### src/rtl/vga_timing_gen_pkg.sv
// Shared constants and types for the VGA raster timing generator.
// Defaults are 640x480@60 with a 25 MHz pixel clock.
package vga_timing_gen_pkg;

  localparam int CNT_W = 10;
  localparam int CNT_LIMIT = 1 << CNT_W;

  localparam int H_VISIBLE_DEF = 640;
  localparam int H_FRONT_DEF   = 16;
  localparam int H_SYNC_DEF    = 96;
  localparam int H_BACK_DEF    = 48;
  localparam int V_VISIBLE_DEF = 480;
  localparam int V_FRONT_DEF   = 10;
  localparam int V_SYNC_DEF    = 2;
  localparam int V_BACK_DEF    = 33;

  localparam int H_TOTAL_DEF = H_VISIBLE_DEF + H_FRONT_DEF + H_SYNC_DEF + H_BACK_DEF;
  localparam int V_TOTAL_DEF = V_VISIBLE_DEF + V_FRONT_DEF + V_SYNC_DEF + V_BACK_DEF;

  typedef logic [CNT_W-1:0] cnt_t;

  // Signals carried through the realignment delay line.
  typedef struct packed {
    logic hsync;
    logic vsync;
    logic visible;
  } sync_bits_t;

  function automatic int axis_total(input int vis, input int front, input int sync, input int back);
    return vis + front + sync + back;
  endfunction

endpackage

### src/rtl/vga_timing_gen_if.sv
// Raster timing bundle from the timing generator to the per-pixel generators.
interface vga_timing_gen_if;
  import vga_timing_gen_pkg::*;

  cnt_t o_hpos;
  cnt_t o_vpos;
  logic o_visible;
  logic o_hsync;
  logic o_vsync;
  logic o_line_start;
  logic o_frame_start;
  logic o_hsync_d;
  logic o_vsync_d;
  logic o_visible_d;

  modport master (
    output o_hpos, o_vpos, o_visible, o_hsync, o_vsync,
           o_line_start, o_frame_start, o_hsync_d, o_vsync_d, o_visible_d
  );

  modport slave (
    input o_hpos, o_vpos, o_visible, o_hsync, o_vsync,
          o_line_start, o_frame_start, o_hsync_d, o_vsync_d, o_visible_d
  );

endinterface

### src/rtl/vga_timing_gen_sync_delay.sv
// DEPTH-stage shift register realigning hsync/vsync/visible with pipelined pixel stages.
module vga_timing_gen_sync_delay
  import vga_timing_gen_pkg::*;
#(
  parameter int         DEPTH    = 1,
  parameter sync_bits_t RST_BITS = '0
) (
  input  logic       i_clk,
  input  logic       i_reset,
  input  sync_bits_t i_bits,
  output sync_bits_t o_bits
);

  sync_bits_t r_sr [DEPTH];

  always_ff @(posedge i_clk or posedge i_reset) begin
    if (i_reset) begin
      for (int i = 0; i < DEPTH; i++) r_sr[i] <= RST_BITS;
    end else begin
      r_sr[0] <= i_bits;
      for (int i = 1; i < DEPTH; i++) r_sr[i] <= r_sr[i-1];
    end
  end

  assign o_bits = r_sr[DEPTH-1];

endmodule

### src/rtl/vga_timing_gen.sv
// VGA raster timing: pixel/line counters, registered syncs, visible flag and start strobes,
// plus an optional delayed copy of sync/visible for pipelined pixel generators.
module vga_timing_gen
  import vga_timing_gen_pkg::*;
#(
  parameter int H_VISIBLE   = H_VISIBLE_DEF,
  parameter int H_FRONT     = H_FRONT_DEF,
  parameter int H_SYNC      = H_SYNC_DEF,
  parameter int H_BACK      = H_BACK_DEF,
  parameter int V_VISIBLE   = V_VISIBLE_DEF,
  parameter int V_FRONT     = V_FRONT_DEF,
  parameter int V_SYNC      = V_SYNC_DEF,
  parameter int V_BACK      = V_BACK_DEF,
  parameter int SYNC_ACTIVE = 0,
  parameter int SYNC_DELAY  = 0
) (
  input logic              i_clk,
  input logic              i_reset,
  vga_timing_gen_if.master vga
);

  localparam int H_TOTAL = axis_total(H_VISIBLE, H_FRONT, H_SYNC, H_BACK);
  localparam int V_TOTAL = axis_total(V_VISIBLE, V_FRONT, V_SYNC, V_BACK);

  localparam cnt_t H_LAST   = cnt_t'(H_TOTAL - 1);
  localparam cnt_t V_LAST   = cnt_t'(V_TOTAL - 1);
  localparam cnt_t H_VIS_C  = cnt_t'(H_VISIBLE);
  localparam cnt_t V_VIS_C  = cnt_t'(V_VISIBLE);
  localparam cnt_t HS_FIRST = cnt_t'(H_VISIBLE + H_FRONT);
  localparam cnt_t HS_LAST  = cnt_t'(H_VISIBLE + H_FRONT + H_SYNC - 1);
  localparam cnt_t VS_FIRST = cnt_t'(V_VISIBLE + V_FRONT);
  localparam cnt_t VS_LAST  = cnt_t'(V_VISIBLE + V_FRONT + V_SYNC - 1);

  localparam logic       SYNC_ON  = (SYNC_ACTIVE != 0);
  localparam logic       SYNC_OFF = ~SYNC_ON;
  localparam sync_bits_t RST_BITS = '{hsync: SYNC_OFF, vsync: SYNC_OFF, visible: 1'b0};

  if (H_TOTAL > CNT_LIMIT || V_TOTAL > CNT_LIMIT) begin : g_bad_total
    $error("vga_timing_gen: H_TOTAL or V_TOTAL exceeds the 10-bit counter range");
  end
  if (SYNC_DELAY < 0 || SYNC_DELAY > 7) begin : g_bad_delay
    $error("vga_timing_gen: SYNC_DELAY must be in 0..7");
  end

  logic       r_running;
  cnt_t       r_hpos;
  cnt_t       r_vpos;
  logic       r_visible;
  logic       r_hsync;
  logic       r_vsync;
  logic       r_line_start;
  logic       r_frame_start;
  cnt_t       w_hpos_nxt;
  cnt_t       w_vpos_nxt;
  sync_bits_t w_now;
  sync_bits_t w_dly;

  // The first cycle after reset release presents (0,0) rather than advancing from it.
  always_comb begin
    w_hpos_nxt = r_hpos;
    w_vpos_nxt = r_vpos;
    if (!r_running) begin
      w_hpos_nxt = '0;
      w_vpos_nxt = '0;
    end else if (r_hpos == H_LAST) begin
      w_hpos_nxt = '0;
      w_vpos_nxt = (r_vpos == V_LAST) ? '0 : r_vpos + cnt_t'(1);
    end else begin
      w_hpos_nxt = r_hpos + cnt_t'(1);
    end
  end

  // Decodes use the next counter values so every output register moves with the counters.
  always_ff @(posedge i_clk or posedge i_reset) begin
    if (i_reset) begin
      r_running     <= 1'b0;
      r_hpos        <= '0;
      r_vpos        <= '0;
      r_visible     <= 1'b0;
      r_hsync       <= SYNC_OFF;
      r_vsync       <= SYNC_OFF;
      r_line_start  <= 1'b0;
      r_frame_start <= 1'b0;
    end else begin
      r_running     <= 1'b1;
      r_hpos        <= w_hpos_nxt;
      r_vpos        <= w_vpos_nxt;
      r_visible     <= (w_hpos_nxt < H_VIS_C) && (w_vpos_nxt < V_VIS_C);
      r_hsync       <= (w_hpos_nxt >= HS_FIRST && w_hpos_nxt <= HS_LAST) ? SYNC_ON : SYNC_OFF;
      r_vsync       <= (w_vpos_nxt >= VS_FIRST && w_vpos_nxt <= VS_LAST) ? SYNC_ON : SYNC_OFF;
      r_line_start  <= (w_hpos_nxt == '0);
      r_frame_start <= (w_hpos_nxt == '0) && (w_vpos_nxt == '0);
    end
  end

  assign w_now = '{hsync: r_hsync, vsync: r_vsync, visible: r_visible};

  if (SYNC_DELAY == 0) begin : g_no_delay
    assign w_dly = w_now;
  end else begin : g_delay
    vga_timing_gen_sync_delay #(
      .DEPTH    (SYNC_DELAY),
      .RST_BITS (RST_BITS)
    ) u_sync_delay (
      .i_clk   (i_clk),
      .i_reset (i_reset),
      .i_bits  (w_now),
      .o_bits  (w_dly)
    );
  end

  assign vga.o_hpos        = r_hpos;
  assign vga.o_vpos        = r_vpos;
  assign vga.o_visible     = r_visible;
  assign vga.o_hsync       = r_hsync;
  assign vga.o_vsync       = r_vsync;
  assign vga.o_line_start  = r_line_start;
  assign vga.o_frame_start = r_frame_start;
  assign vga.o_hsync_d     = w_dly.hsync;
  assign vga.o_vsync_d     = w_dly.vsync;
  assign vga.o_visible_d   = w_dly.visible;

endmodule

### src/flat_wrapper.sv
// flat-port wrapper written by rule: the top's interface ports become plain ports
module vga_timing_gen_flat import vga_timing_gen_pkg::*;
#(
  parameter int H_VISIBLE   = H_VISIBLE_DEF,
  parameter int H_FRONT     = H_FRONT_DEF,
  parameter int H_SYNC      = H_SYNC_DEF,
  parameter int H_BACK      = H_BACK_DEF,
  parameter int V_VISIBLE   = V_VISIBLE_DEF,
  parameter int V_FRONT     = V_FRONT_DEF,
  parameter int V_SYNC      = V_SYNC_DEF,
  parameter int V_BACK      = V_BACK_DEF,
  parameter int SYNC_ACTIVE = 0,
  parameter int SYNC_DELAY  = 0
)
  (i_clk, i_reset, vga_o_hpos, vga_o_vpos, vga_o_visible, vga_o_hsync, vga_o_vsync, vga_o_line_start, vga_o_frame_start, vga_o_hsync_d, vga_o_vsync_d, vga_o_visible_d);
  vga_timing_gen_if vga_i ();
  input logic i_clk;
  input logic i_reset;
  output wire logic [$bits(vga_i.o_hpos)-1:0] vga_o_hpos;
  output wire logic [$bits(vga_i.o_vpos)-1:0] vga_o_vpos;
  output wire logic [$bits(vga_i.o_visible)-1:0] vga_o_visible;
  output wire logic [$bits(vga_i.o_hsync)-1:0] vga_o_hsync;
  output wire logic [$bits(vga_i.o_vsync)-1:0] vga_o_vsync;
  output wire logic [$bits(vga_i.o_line_start)-1:0] vga_o_line_start;
  output wire logic [$bits(vga_i.o_frame_start)-1:0] vga_o_frame_start;
  output wire logic [$bits(vga_i.o_hsync_d)-1:0] vga_o_hsync_d;
  output wire logic [$bits(vga_i.o_vsync_d)-1:0] vga_o_vsync_d;
  output wire logic [$bits(vga_i.o_visible_d)-1:0] vga_o_visible_d;
  assign vga_o_hpos = vga_i.o_hpos;
  assign vga_o_vpos = vga_i.o_vpos;
  assign vga_o_visible = vga_i.o_visible;
  assign vga_o_hsync = vga_i.o_hsync;
  assign vga_o_vsync = vga_i.o_vsync;
  assign vga_o_line_start = vga_i.o_line_start;
  assign vga_o_frame_start = vga_i.o_frame_start;
  assign vga_o_hsync_d = vga_i.o_hsync_d;
  assign vga_o_vsync_d = vga_i.o_vsync_d;
  assign vga_o_visible_d = vga_i.o_visible_d;
  vga_timing_gen #(.H_VISIBLE(H_VISIBLE), .H_FRONT(H_FRONT), .H_SYNC(H_SYNC), .H_BACK(H_BACK), .V_VISIBLE(V_VISIBLE), .V_FRONT(V_FRONT), .V_SYNC(V_SYNC), .V_BACK(V_BACK), .SYNC_ACTIVE(SYNC_ACTIVE), .SYNC_DELAY(SYNC_DELAY)) u_core (.i_clk(i_clk), .i_reset(i_reset), .vga(vga_i));
endmodule
### config.mk
export PLATFORM = sky130hd
export DESIGN_NAME = vga_timing_gen_flat
export DESIGN_NICKNAME = d
export VERILOG_FILES = /design/src/rtl/vga_timing_gen_pkg.sv /design/src/rtl/vga_timing_gen_if.sv /design/src/rtl/vga_timing_gen_sync_delay.sv /design/src/rtl/vga_timing_gen.sv /design/src/flat_wrapper.sv
export SDC_FILE = /design/constraint.sdc
export NUM_CORES = 1
export LEC_CHECK = 0
export CAP_MARGIN = 15
export CORE_AREA = 5 5 67 69
export CTS_BUF_LIST = sky130_fd_sc_hd__clkbuf_8
export DETAILED_ROUTE_END_ITERATION = 6
export DIE_AREA = 0 0 72 74
export PLACE_DENSITY = 0.72
export SLEW_MARGIN = 0
export SYNTH_ARGS = -nofsm -noshare
export SYNTH_HDL_FRONTEND = slang
export SYNTH_SLANG_ARGS = --single-unit
### constraint.sdc
create_clock -name i_clk -period 2.35 [get_ports i_clk]
set_input_delay 0.47 -clock i_clk [delete_from_list [all_inputs] [get_ports i_clk]]
set_output_delay 0.47 -clock i_clk [all_outputs]
set_load 0.03 [all_outputs]
==> metrics.md, run 1 <==
| Metric | Value |
|---|---|
| Run status | `complete, no violations` |
| TNS Setup | `0 ns` |
| GRT met2 Usage | `0.257` |
| Grt met1 use | `0.208` |
| Syn Std Cell Area | `1650 um^2` |
| Final ANT Viol Nets | `0` |
| # placed instances | `256` |
| First-pass GRT wire length | `6.49 mm` |
| CTS H-Tree Depth | `1` |
| Starting density of the core | `0.429` |
| GRT overflow | `0` |
| TritonCTS buffer count | `3` |
| Crit-path most repeated cell | `nand4_1` |
| Post-synth EDFFs | `0` |
| Clk_skew | `0.00259 ns` |
| WL/cell | `14.2 um` |
| Clk root buf | `clkbuf_8` |
| FP Rows | `23` |
| CP bufs+invs | `0` |
| Final Non-Filler Cells | `260` |
| Asr flop ratio synth | `1.00` |
| Layout cells sized above 1 | `0.138` |
| Area grow syn2layout | `25.6%` |
| Crit-path max cell delay | `0.43 ns` |
| Pre-CTS setup slack | `0.119 ns` |
| Antenna violations before repair | `0` |
| Area share of the largest cell type after synthesis | `0.363` |
| CP Data Required Time | `2.53 ns` |
| Core area | `3860 um^2` |
| FILL cells | `356` |
| Global placement routability congestion | `0.918` |
| Cell count after synthesis | `179` |
| Crit Path Class | `reg -> reg` |
| Gr busiest metal | `met2` |
| Pre-antenna DRT Iters | `4` |
| Reg clk slew, reported paths | `0.09 ns` |
| Slew margin rel. | `0.669` |
| Die Ht | `74 um` |
| Final Hold Viols | `0` |
| RR Startpoint | `u_core.vga.o_hpos[1]$_DFF_PP0_` |
| Post CTS Setup Buffer Count | `0` |
| Synth cell types | `48` |
| CP arrival | `2.34 ns` |
| CP Launch Type | `register` |
| Design Area, Final | `2080 um^2` |
| Post-synth top cells | `dfrtp_1, nor2_1, nand2_1, xnor2_1` |
| Placed cell area | `2010 um^2` |
| Number of port buffers | `29` |
| Max Clock Freq | `462 MHz` |
| Worst slew pin tran | `0.494 ns` |
| Power Density | `403 nW/um^2` |
| Sequential fraction of the synthesis area | `0.395` |
| Vias in the first global route | `1360` |
| Clock latency on the worst-skew pair | `0.27 ns` |
| Worst setup EP type | `register` |
| Final setup fails | `0` |
| Total vias in the final route | `1374` |
| CTS Hold Bufs | `0` |
| Ys Warns | `0` |
| Clock sink total | `26` |
| FF+latch count, synth | `26` |
| HP Class | `in -> async` |
| Mean post-synth cell area | `9.24 um^2` |
| Crit path max fanout | `8` |
| Max Root-Sink Buffers | `2` |
| Die Area | `5330 um^2` |
| Most common cell in the synthesized netlist | `dfrtp_1` |
| Ports | `30` |
| Chip Width | `72 um` |
| Cts repair resizes | `0` |
| Final Max Tran Viols | `0` |
| Most common flop cell mapped by yosys | `dfrtp_1` |
| Setup crit start | `u_core.vga.o_hpos[1]$_DFF_PP0_` |
| Slowest stage cell, crit path | `dfrtp_2` |
| Cell taking the most area after synthesis | `dfrtp_1` |
| HPWL reported at the end of detailed placement | `2.85 mm` |
| Routed WL | `3.70 mm` |
| Max-cap viol count | `0` |
| GR Layer Usage met3 | `0.0149` |
| Overall global routing resource usage | `0.156` |
| LEAKAGE | `0.849 nW` |
| CTS tree | `built` |
| Fin crit share | `0.921` |
| Largest net degree at the start of global routing | `27` |
| Iteration-0 DRC Markers | `76` |
| RSZ-0062 raised after global routing | `no` |
| Final WS setup | `0.186 ns` |
| DRC violations left | `0` |
| Final min period | `2.16 ns` |
| Mapped Nets | `184` |
| Top cell family by delay on the critical path | `simple AND/OR/NAND/NOR gates` |
| ANT cells | `0` |
| Hold Slack | `0.542 ns` |
| Crit-path cells | `ha_1, and4_1, nand4_1, xor2_1, or3b_1, nor4_2, nand4_1` |
| Largest cells by area after synthesis | `dfrtp_1, xnor2_1, xor2_1, nor2_1, nand4_1` |
| Peak supply drop | `0.000208 V` |
| Total Nets Final | `216` |
| Vias/cell | `5.28` |
layer usage:
| metal | up-vias | wire length, um |
|---|---|---|
| li1 | 686 | - |
| met1 | 635 | 1710 |
| met2 | 44 | 1730 |
| met3 | 9 | 175 |
| met4 | 0 | 80 |
| met5 | - | 0 |
final timing paths:
check                                                  to  slack (ns)  depth (start not counted)
max reg2reg                  u_core.vga.o_vsync$_DFF_PP1_        0.19                          7
max in group asynchronous    u_core.vga.o_vsync$_DFF_PP1_        1.51                          3
min reg2reg                u_core.vga.o_hpos[0]$_DFF_PP0_        0.61                          2
max                          u_core.vga.o_vsync$_DFF_PP1_        0.19                          7
min in group i_clk         u_core.vga.o_hpos[0]$_DFF_PP0_        0.61                          2
min                        u_core.vga.o_vpos[9]$_DFF_PP0_        0.54                          3
sequential cells by signal, indices dropped and copies added, names as in the netlist:
name,cells
u_core.r_running,1
u_core.vga.o_frame_start,1
u_core.vga.o_hpos,10
u_core.vga.o_visible,1
u_core.vga.o_line_start,1
u_core.vga.o_hsync,1
u_core.vga.o_vsync,1
u_core.vga.o_vpos,10
worst register-to-register path, stage by stage, from the launching register on:
cell     delay, ns
dfrtp_2       0.43
ha_1          0.17
and4_1        0.37
nand4_1       0.17
xor2_1        0.19
or3b_1        0.38
nor4_2        0.24
nand4_1       0.13
power breakdown:
group	switching (mW)	internal, mW	leakage, nW
combinational	0.0479	0.0322	0.480
clock	0.143	0.150	0.0288
sequential	0.00820	0.456	0.339
total	0.199	0.638	0.849
cells in the final DEF (no fill, tap or decap), types with 2 or more instances in the layout:
cell type / synthesis / final
clkdlybuf4s50_1: 0 / 29
dfrtp_1: 24 / 23
nor2_1: 19 / 19
buf_4: 3 / 13
nand2_1: 12 / 12
xnor2_1: 11 / 11
nand4_1: 10 / 10
xor2_1: 10 / 10
nand3_1: 9 / 9
and3_1: 7 / 7
inv_1: 6 / 6
and4_1: 5 / 5
and2_1: 4 / 4
clkbuf_8: 0 / 4
a21oi_1: 3 / 3
o21ai_0: 3 / 3
a31oi_1: 3 / 3
ha_1: 3 / 3
nor4_1: 2 / 2
nor2b_1: 2 / 2
a211oi_1: 2 / 2
nor3_1: 2 / 2
o211ai_1: 2 / 2
mux2_2: 2 / 2
dfstp_2: 2 / 2
cell families after synthesis:
| logic type | Yosys count | share of synthesized area |
|---|---|---|
| simple gates | 83 | 0.295 |
| flops | 26 | 0.395 |
| compound gates | 22 | 0.0915 |
| xor+xnor | 21 | 0.111 |
| buf+inv | 21 | 0.0688 |
| fa+ha+maj | 3 | 0.0227 |
| mux | 2 | 0.0136 |
| other cells | 1 | 0.00227 |
area by class of cell:
class | instances | area, um^2 | area share
tap | 50 | 62.6 | 0.0301
timing repair buffer | 42 | 388 | 0.187
multi-input combinational | 132 | 895 | 0.431
clock buffer | 4 | 55.1 | 0.0265
sequential | 26 | 654 | 0.315
inverter | 6 | 22.5 | 0.0108
through the flow:
step                utilization  power, mW
finish                    0.539      0.836
global route              0.539      0.873
CTS                       0.537      0.845
detailed placement        0.522      0.554
global placement          0.522      0.554
floorplan                     -      0.520
Note: power is estimated with default switching activity, not from simulation.
==> inputs of run 2 (changes only) <==
--- a/config.mk
+++ b/config.mk
@@ -10,7 +10,7 @@
 export CTS_BUF_LIST = sky130_fd_sc_hd__clkbuf_8
 export DETAILED_ROUTE_END_ITERATION = 6
 export DIE_AREA = 0 0 72 74
-export PLACE_DENSITY = 0.72
+export PLACE_DENSITY_LB_ADDON = 0.12
 export SLEW_MARGIN = 0
 export SYNTH_ARGS = -nofsm -noshare
 export SYNTH_HDL_FRONTEND = slang
==> run 2 against run 1 <==
Critical path depth is 1 lower. First-iteration DRC count is 6.6% higher. Flip-flop and latch count stayed put. Combinational power hardly changed. Die area stayed put. Total power is 5.0% lower. Cell count is 0.77% lower. Setup slack worse by 0.043 ns. Global-route usage is 0.47 points higher. Worst hold slack better by 0.0056 ns. Clock-buffer cell count is 1 lower. Register-to-register slack worse by 0.04 ns. Critical endpoint unchanged.
==> metrics.md, run 2 (synthesis gave the netlist of run 1 again) <==
| Metric | Value |
|---|---|
| DRC violations left | `0 (unchanged)` |
| Peak supply drop | `0.000213 V (+2.3%)` |
| Ports | `30 (unchanged)` |
| Final Power | `0.795 mW (-5.0%)` |
| CTS H-Tree Depth | `1 (unchanged)` |
| Final Non-Filler Cells | `258 (-0.77%)` |
| Final min period | `2.21 ns (+0.0430 ns)` |
| RSZ-0062 raised after global routing | `no` |
| Layout cells sized above 1 | `0.130 (-0.00829)` |
| CTS Hold Bufs | `0 (unchanged)` |
| Final ANT Viol Nets | `0 (unchanged)` |
| Vias in the first global route | `1432 (+5.3%)` |
| Die Ht | `74 um (unchanged)` |
| CP arrival | `2.39 ns (+0.05 ns)` |
| Commonest non-fill, non-tap cell in the layout | `clkdlybuf4s50_1` |
| ANT cells | `0 (unchanged)` |
| Crit-path most repeated cell | `nand4_1` |
| Power Density | `387 nW/um^2 (-3.9%)` |
| Crit Path Class | `reg -> reg` |
| Starting density of the core | `0.429 (unchanged)` |
| Final setup fails | `0 (unchanged)` |
| Clk_skew | `0.00583 ns (+0.00324 ns)` |
| Crit-path cells | `nor4b_4, nand4_1, xor2_1, or3b_1, nor4_2, nand4_1` |
| Reg clk slew, reported paths | `0.09 ns (about the same)` |
| GRT overflow | `0 (unchanged)` |
| Clock sink total | `26 (unchanged)` |
| Area grow syn2layout | `24.1%` |
| LEAKAGE | `0.836 nW (-1.5%)` |
| TritonCTS buffer count | `3 (unchanged)` |
| R2R Setup Slk | `0.14 ns (-0.04 ns)` |
| CP Launch Type | `register` |
| Post CTS Setup Buffer Count | `0 (unchanged)` |
| Overall global routing resource usage | `0.161 (+0.00466)` |
| Max-cap viol count | `0 (unchanged)` |
| HPWL reported at the end of detailed placement | `3.02 mm (+6.0%)` |
| Number of port buffers | `29 (unchanged)` |
| Most frequent cells in the layout | `clkdlybuf4s50_1, dfrtp_1, nor2_1` |
| Iteration-0 DRC Markers | `81 (+6.6%)` |
| Pre-antenna DRT Iters | `4 (unchanged)` |
| CP Data Required Time | `2.53 ns (about the same)` |
| Crit path max fanout | `7 (-1)` |
| Antenna violations before repair | `0 (unchanged)` |
| Fin crit share | `0.939 (+0.0183)` |
| Total vias in the final route | `1422 (+3.5%)` |
| Chip Width | `72 um (unchanged)` |
| Core area | `3860 um^2 (unchanged)` |
| Largest net degree at the start of global routing | `27 (unchanged)` |
| CTS tree | `built` |
| Final Max Tran Viols | `0 (unchanged)` |
| Die Area | `5330 um^2 (unchanged)` |
| Max Clock Freq | `453 MHz (-1.9%)` |
| FP Rows | `23 (unchanged)` |
| Final core occ | `0.532 (-0.00616)` |
| # placed instances | `254 (-0.78%)` |
| Global placement routability congestion | `0.855 (-6.8%)` |
| TNS Setup | `0 ns (unchanged)` |
| Total Nets Final | `214 (-0.93%)` |
| Clk root buf | `clkbuf_8` |
| First-pass GRT wire length | `6.83 mm (+5.3%)` |
| Clock latency on the worst-skew pair | `0.27 ns (about the same)` |
| Final Hold Viols | `0 (unchanged)` |
| Vias/cell | `5.51 (+4.3%)` |
| HP Class | `in -> async` |
| Slowest stage cell, crit path | `nor4b_4` |
| WL/cell | `15.2 um (+6.8%)` |
| Crit-path max cell delay | `0.49 ns (+0.06 ns)` |
| Max Root-Sink Buffers | `2 (unchanged)` |
| Run status | `complete, no violations` |
| Worst setup EP type | `register` |
| Routed WL | `3.92 mm (+5.9%)` |
run 2: cell types whose count changed in the layout (fill, tap and decap cells not counted):
cell,change
buf_4,-2
clkbuf_8,-1
inv_1,+1
and4_2,+1
and4_1,-1
run 2: final cells by class:
type | instances | area (um^2)
fillers | 380 | 1800
well taps | 50 | 62.6
clock inverters | 1 | 3.75
repair buffers | 40 | 373
clock buffers | 3 | 41.3
inverters | 6 | 22.5
multi-input cells | 132 | 896
flip-flops and latches | 26 | 654
run 2: repair_timing:
| action | in CTS | in global routing |
|---|---|---|
| endpoints found under the setup margin | 0 | 3 |
| endpoints found under the hold margin | 0 | 0 |
| resized for setup | 0 | 2 |
run 2: routing by layer:
layer / wire, um / track usage / vias up
met5: 0 / 0 / -
met3: 97 / 0.0189 / 2
met4: 20 / 0.0438 / 0
met2: 2070 / 0.293 / 21
met1: 1730 / 0.203 / 710
li1: - / - / 689
run 2: worst max-delay path, delay by kind of cell (launching register included):
family           cells  cell delay, ns
XOR/XNOR             1            0.19
AND/OR/NAND/NOR      5            1.47
flip-flops           1            0.47
run 2: stage by stage:
stage	setup slack [ns]	cell area [um^2]	hold slack [ns]
after global placement	0.209	2000	0.575
after floorplan	0.00294	1660	0.508
after global routing	0.0124	2050	0.569
final	0.143	2050	0.548
after CTS	0.0542	2040	0.560
after detailed placement	0.0611	2000	0.586
run 2: path summary, 6_finish.rpt:
| check | cells after the start | start | to |
|---|---|---|---|
| worst max register to register | 6 | u_core.vga.o_hpos[7]$_DFF_PP0_ | u_core.vga.o_vsync$_DFF_PP1_ |
| worst min-delay path | 3 | i_reset | u_core.vga.o_line_start$_DFF_PP0_ |
| worst min register to register | 2 | u_core.vga.o_hpos[0]$_DFF_PP0_ | u_core.vga.o_hpos[0]$_DFF_PP0_ |
| max in group asynchronous | 3 | i_reset | u_core.vga.o_hsync$_DFF_PP1_ |
| worst max-delay path | 6 | u_core.vga.o_hpos[7]$_DFF_PP0_ | u_core.vga.o_vsync$_DFF_PP1_ |
| min in group i_clk | 2 | u_core.vga.o_hpos[0]$_DFF_PP0_ | u_core.vga.o_hpos[0]$_DFF_PP0_ |
run 2: where the power goes:
| part | internal, mW | switching, mW |
|---|---|---|
| Combinational | 0.0324 | 0.0477 |
| Clock | 0.117 | 0.134 |
| Sequential | 0.456 | 0.00866 |
| Total | 0.605 | 0.190 |
==> inputs of run 3 (changes only) <==
==> constraint.sdc (replaced) <==
create_clock -name i_clk -period 2.28 [get_ports i_clk]
set_input_delay 0.456 -clock i_clk [delete_from_list [all_inputs] [get_ports i_clk]]
set_output_delay 0.456 -clock i_clk [all_outputs]
set_load 0.03 [all_outputs]
==> run 3 against run 2 <==
Critical path depth rose by 1. Clock-buffer cell count did not move. Die area stayed put. Clock power up 4%. Cell count is 3.5% higher. Non-clock buffer count increased by 9. Clock skew is 0.0041 ns lower. Design area rose by 2.9%. Flip-flop and latch count unchanged. First-iteration DRC count fell by 6.2%. Largest power group unchanged. Highest routed layer unchanged.
==> metrics.md, run 3 (synthesis gave the netlist of run 1 again) <==
| Metric | Value |
|---|---|
| Run status | `complete, no violations` |
| Clk_skew | `0.00169 ns (-0.00414 ns)` |
| Design Area, Final | `2110 um^2 (+2.9%)` |
| CP Launch Type | `register` |
| HPWL reported at the end of detailed placement | `3.14 mm (+4.0%)` |
| First-pass GRT wire length | `6.73 mm (-1.4%)` |
| Largest net degree at the start of global routing | `27 (unchanged)` |
| Iteration-0 DRC Markers | `76 (-6.2%)` |
| Final Max Tran Viols | `0 (unchanged)` |
| Area grow syn2layout | `27.8%` |
| Final setup fails | `0 (unchanged)` |
| CTS tree | `built` |
| Crit Path Class | `reg -> reg` |
| Vias in the first global route | `1394 (-2.7%)` |
| ANT cells | `0 (unchanged)` |
| Layout cells sized above 1 | `0.166 (+0.0361)` |
| Commonest non-fill, non-tap cell in the layout | `clkdlybuf4s50_1` |
| Final ANT Viol Nets | `0 (unchanged)` |
| Post CTS Setup Buffer Count | `0 (unchanged)` |
| Peak supply drop | `0.000203 V (-4.6%)` |
| Final Non-Filler Cells | `267 (+3.5%)` |
| Worst setup EP type | `register` |
| Final Hold Viols | `0 (unchanged)` |
| Chip Width | `72 um (unchanged)` |
| Power Density | `391 nW/um^2 (+0.95%)` |
| Placed cell area | `2060 um^2 (+3.1%)` |
| Final WS setup | `0.112 ns (-0.0315 ns)` |
| Clock sink total | `26 (unchanged)` |
| Clock latency on the worst-skew pair | `0.27 ns (about the same)` |
| Routed WL | `4.07 mm (+3.9%)` |
| Reg clk slew, reported paths | `0.09 ns (about the same)` |
| Total vias in the final route | `1438 (+1.1%)` |
| Die Area | `5330 um^2 (unchanged)` |
| Pre-CTS setup slack | `0.136 ns (+0.0754 ns)` |
| Overall global routing resource usage | `0.162 (+0.00115)` |
| TritonCTS buffer count | `3 (unchanged)` |
| LEAKAGE | `0.882 nW (+5.5%)` |
| Antenna violations before repair | `0 (unchanged)` |
| CTS H-Tree Depth | `1 (unchanged)` |
| Ports | `30 (unchanged)` |
| Starting density of the core | `0.429 (unchanged)` |
| Pre-antenna DRT Iters | `4 (unchanged)` |
| Core area | `3860 um^2 (unchanged)` |
| Global placement routability congestion | `0.918 (+7.4%)` |
| # placed instances | `262 (+3.1%)` |
| Number of port buffers | `29 (unchanged)` |
| CP Data Required Time | `2.50 ns (-0.03 ns)` |
| Crit path max fanout | `6 (-1)` |
| Cts repair resizes | `0 (unchanged)` |
| Vias/cell | `5.39 (-2.3%)` |
| Final min period | `2.17 ns (-0.0385 ns)` |
| Clk root buf | `clkbuf_8` |
| Most frequent cells in the layout | `clkdlybuf4s50_1, dfrtp_1, buf_4` |
| WL/cell | `15.2 um (+0.40%)` |
| Total Nets Final | `223 (+4.2%)` |
| RSZ-0062 raised after global routing | `yes` |
| CP arrival | `2.38 ns (about the same)` |
| FP Rows | `23 (unchanged)` |
| CTS Hold Bufs | `0 (unchanged)` |
| Die Ht | `74 um (unchanged)` |
| GRT overflow | `0 (unchanged)` |
| Max Clock Freq | `461 MHz (+1.8%)` |
| HP Class | `in -> async` |
| Fin crit share | `0.951 (+0.0120)` |
| DRC violations left | `0 (unchanged)` |
| Max-cap viol count | `0 (unchanged)` |
| Max Root-Sink Buffers | `2 (unchanged)` |
==> run 3: cell types whose count changed in the layout (fill, tap and decap cells not counted), sizes merged <==
| cell | change |
|---|---|
| buf | +9 |
==> run 3: final cells by class <==
class,instances,area [um^2]
clock inverter,1,3.75
fill,361,1740
sequential,26,656
timing repair buffer,49,440
inverter,6,22.5
multi-input combinational,132,887
tap,50,62.6
clock buffer,3,41.3
==> run 3: worst paths after layout <==
kind | startpoint | end | slack [ns] | cells past startpoint
max | u_core.vga.o_hpos[7]$_DFF_PP0_ | u_core.vga.o_frame_start$_DFF_PP0_ | 0.11 | 7
min | i_reset | u_core.vga.o_vpos[0]$_DFF_PP0_ | 0.53 | 3
max reg2reg | u_core.vga.o_hpos[7]$_DFF_PP0_ | u_core.vga.o_frame_start$_DFF_PP0_ | 0.11 | 7
min reg2reg | u_core.vga.o_hpos[0]$_DFF_PP0_ | u_core.vga.o_hpos[0]$_DFF_PP0_ | 0.58 | 2
max in group asynchronous | i_reset | u_core.vga.o_hsync$_DFF_PP1_ | 1.45 | 3
min in group i_clk | u_core.vga.o_hpos[0]$_DFF_PP0_ | u_core.vga.o_hpos[0]$_DFF_PP0_ | 0.58 | 2
==> run 3: critical path, stage by stage (launching register included) <==
cell and delay [ns]:
dfrtp_1 0.46, nor4b_4 0.45, buf_4 0.19, nand4_1 0.08, mux2_2 0.27, o32ai_1 0.28
and4_1 0.26, o22a_1 0.13
==> run 3: layer usage <==
| metal | global-route usage | wire length [um] | vias up |
|---|---|---|---|
| met5 | 0 | 0 | - |
| met4 | 0.0647 | 82 | 0 |
| met2 | 0.281 | 2070 | 34 |
| li1 | - | - | 704 |
| met3 | 0.0176 | 152 | 7 |
| met1 | 0.209 | 1770 | 693 |
==> run 3: report_power, final <==
group | leakage (nW) | internal, mW | switching [mW]
clock network | 0.0269 | 0.121 | 0.141
registers | 0.338 | 0.470 | 0.00598
logic | 0.517 | 0.0358 | 0.0526
==> run 3: through the flow <==
stage / hold WS, ns / setup TNS (ns) / power, mW / util
after floorplan: 0.494 / 0 / 0.537 / -
after global placement: 0.568 / 0 / 0.575 / 0.534
after detailed placement: 0.571 / 0 / 0.575 / 0.534
after CTS: 0.547 / 0 / 0.831 / 0.546
after global routing: 0.585 / -0.0135 / 0.859 / 0.548
final: 0.534 / 0 / 0.826 / 0.548
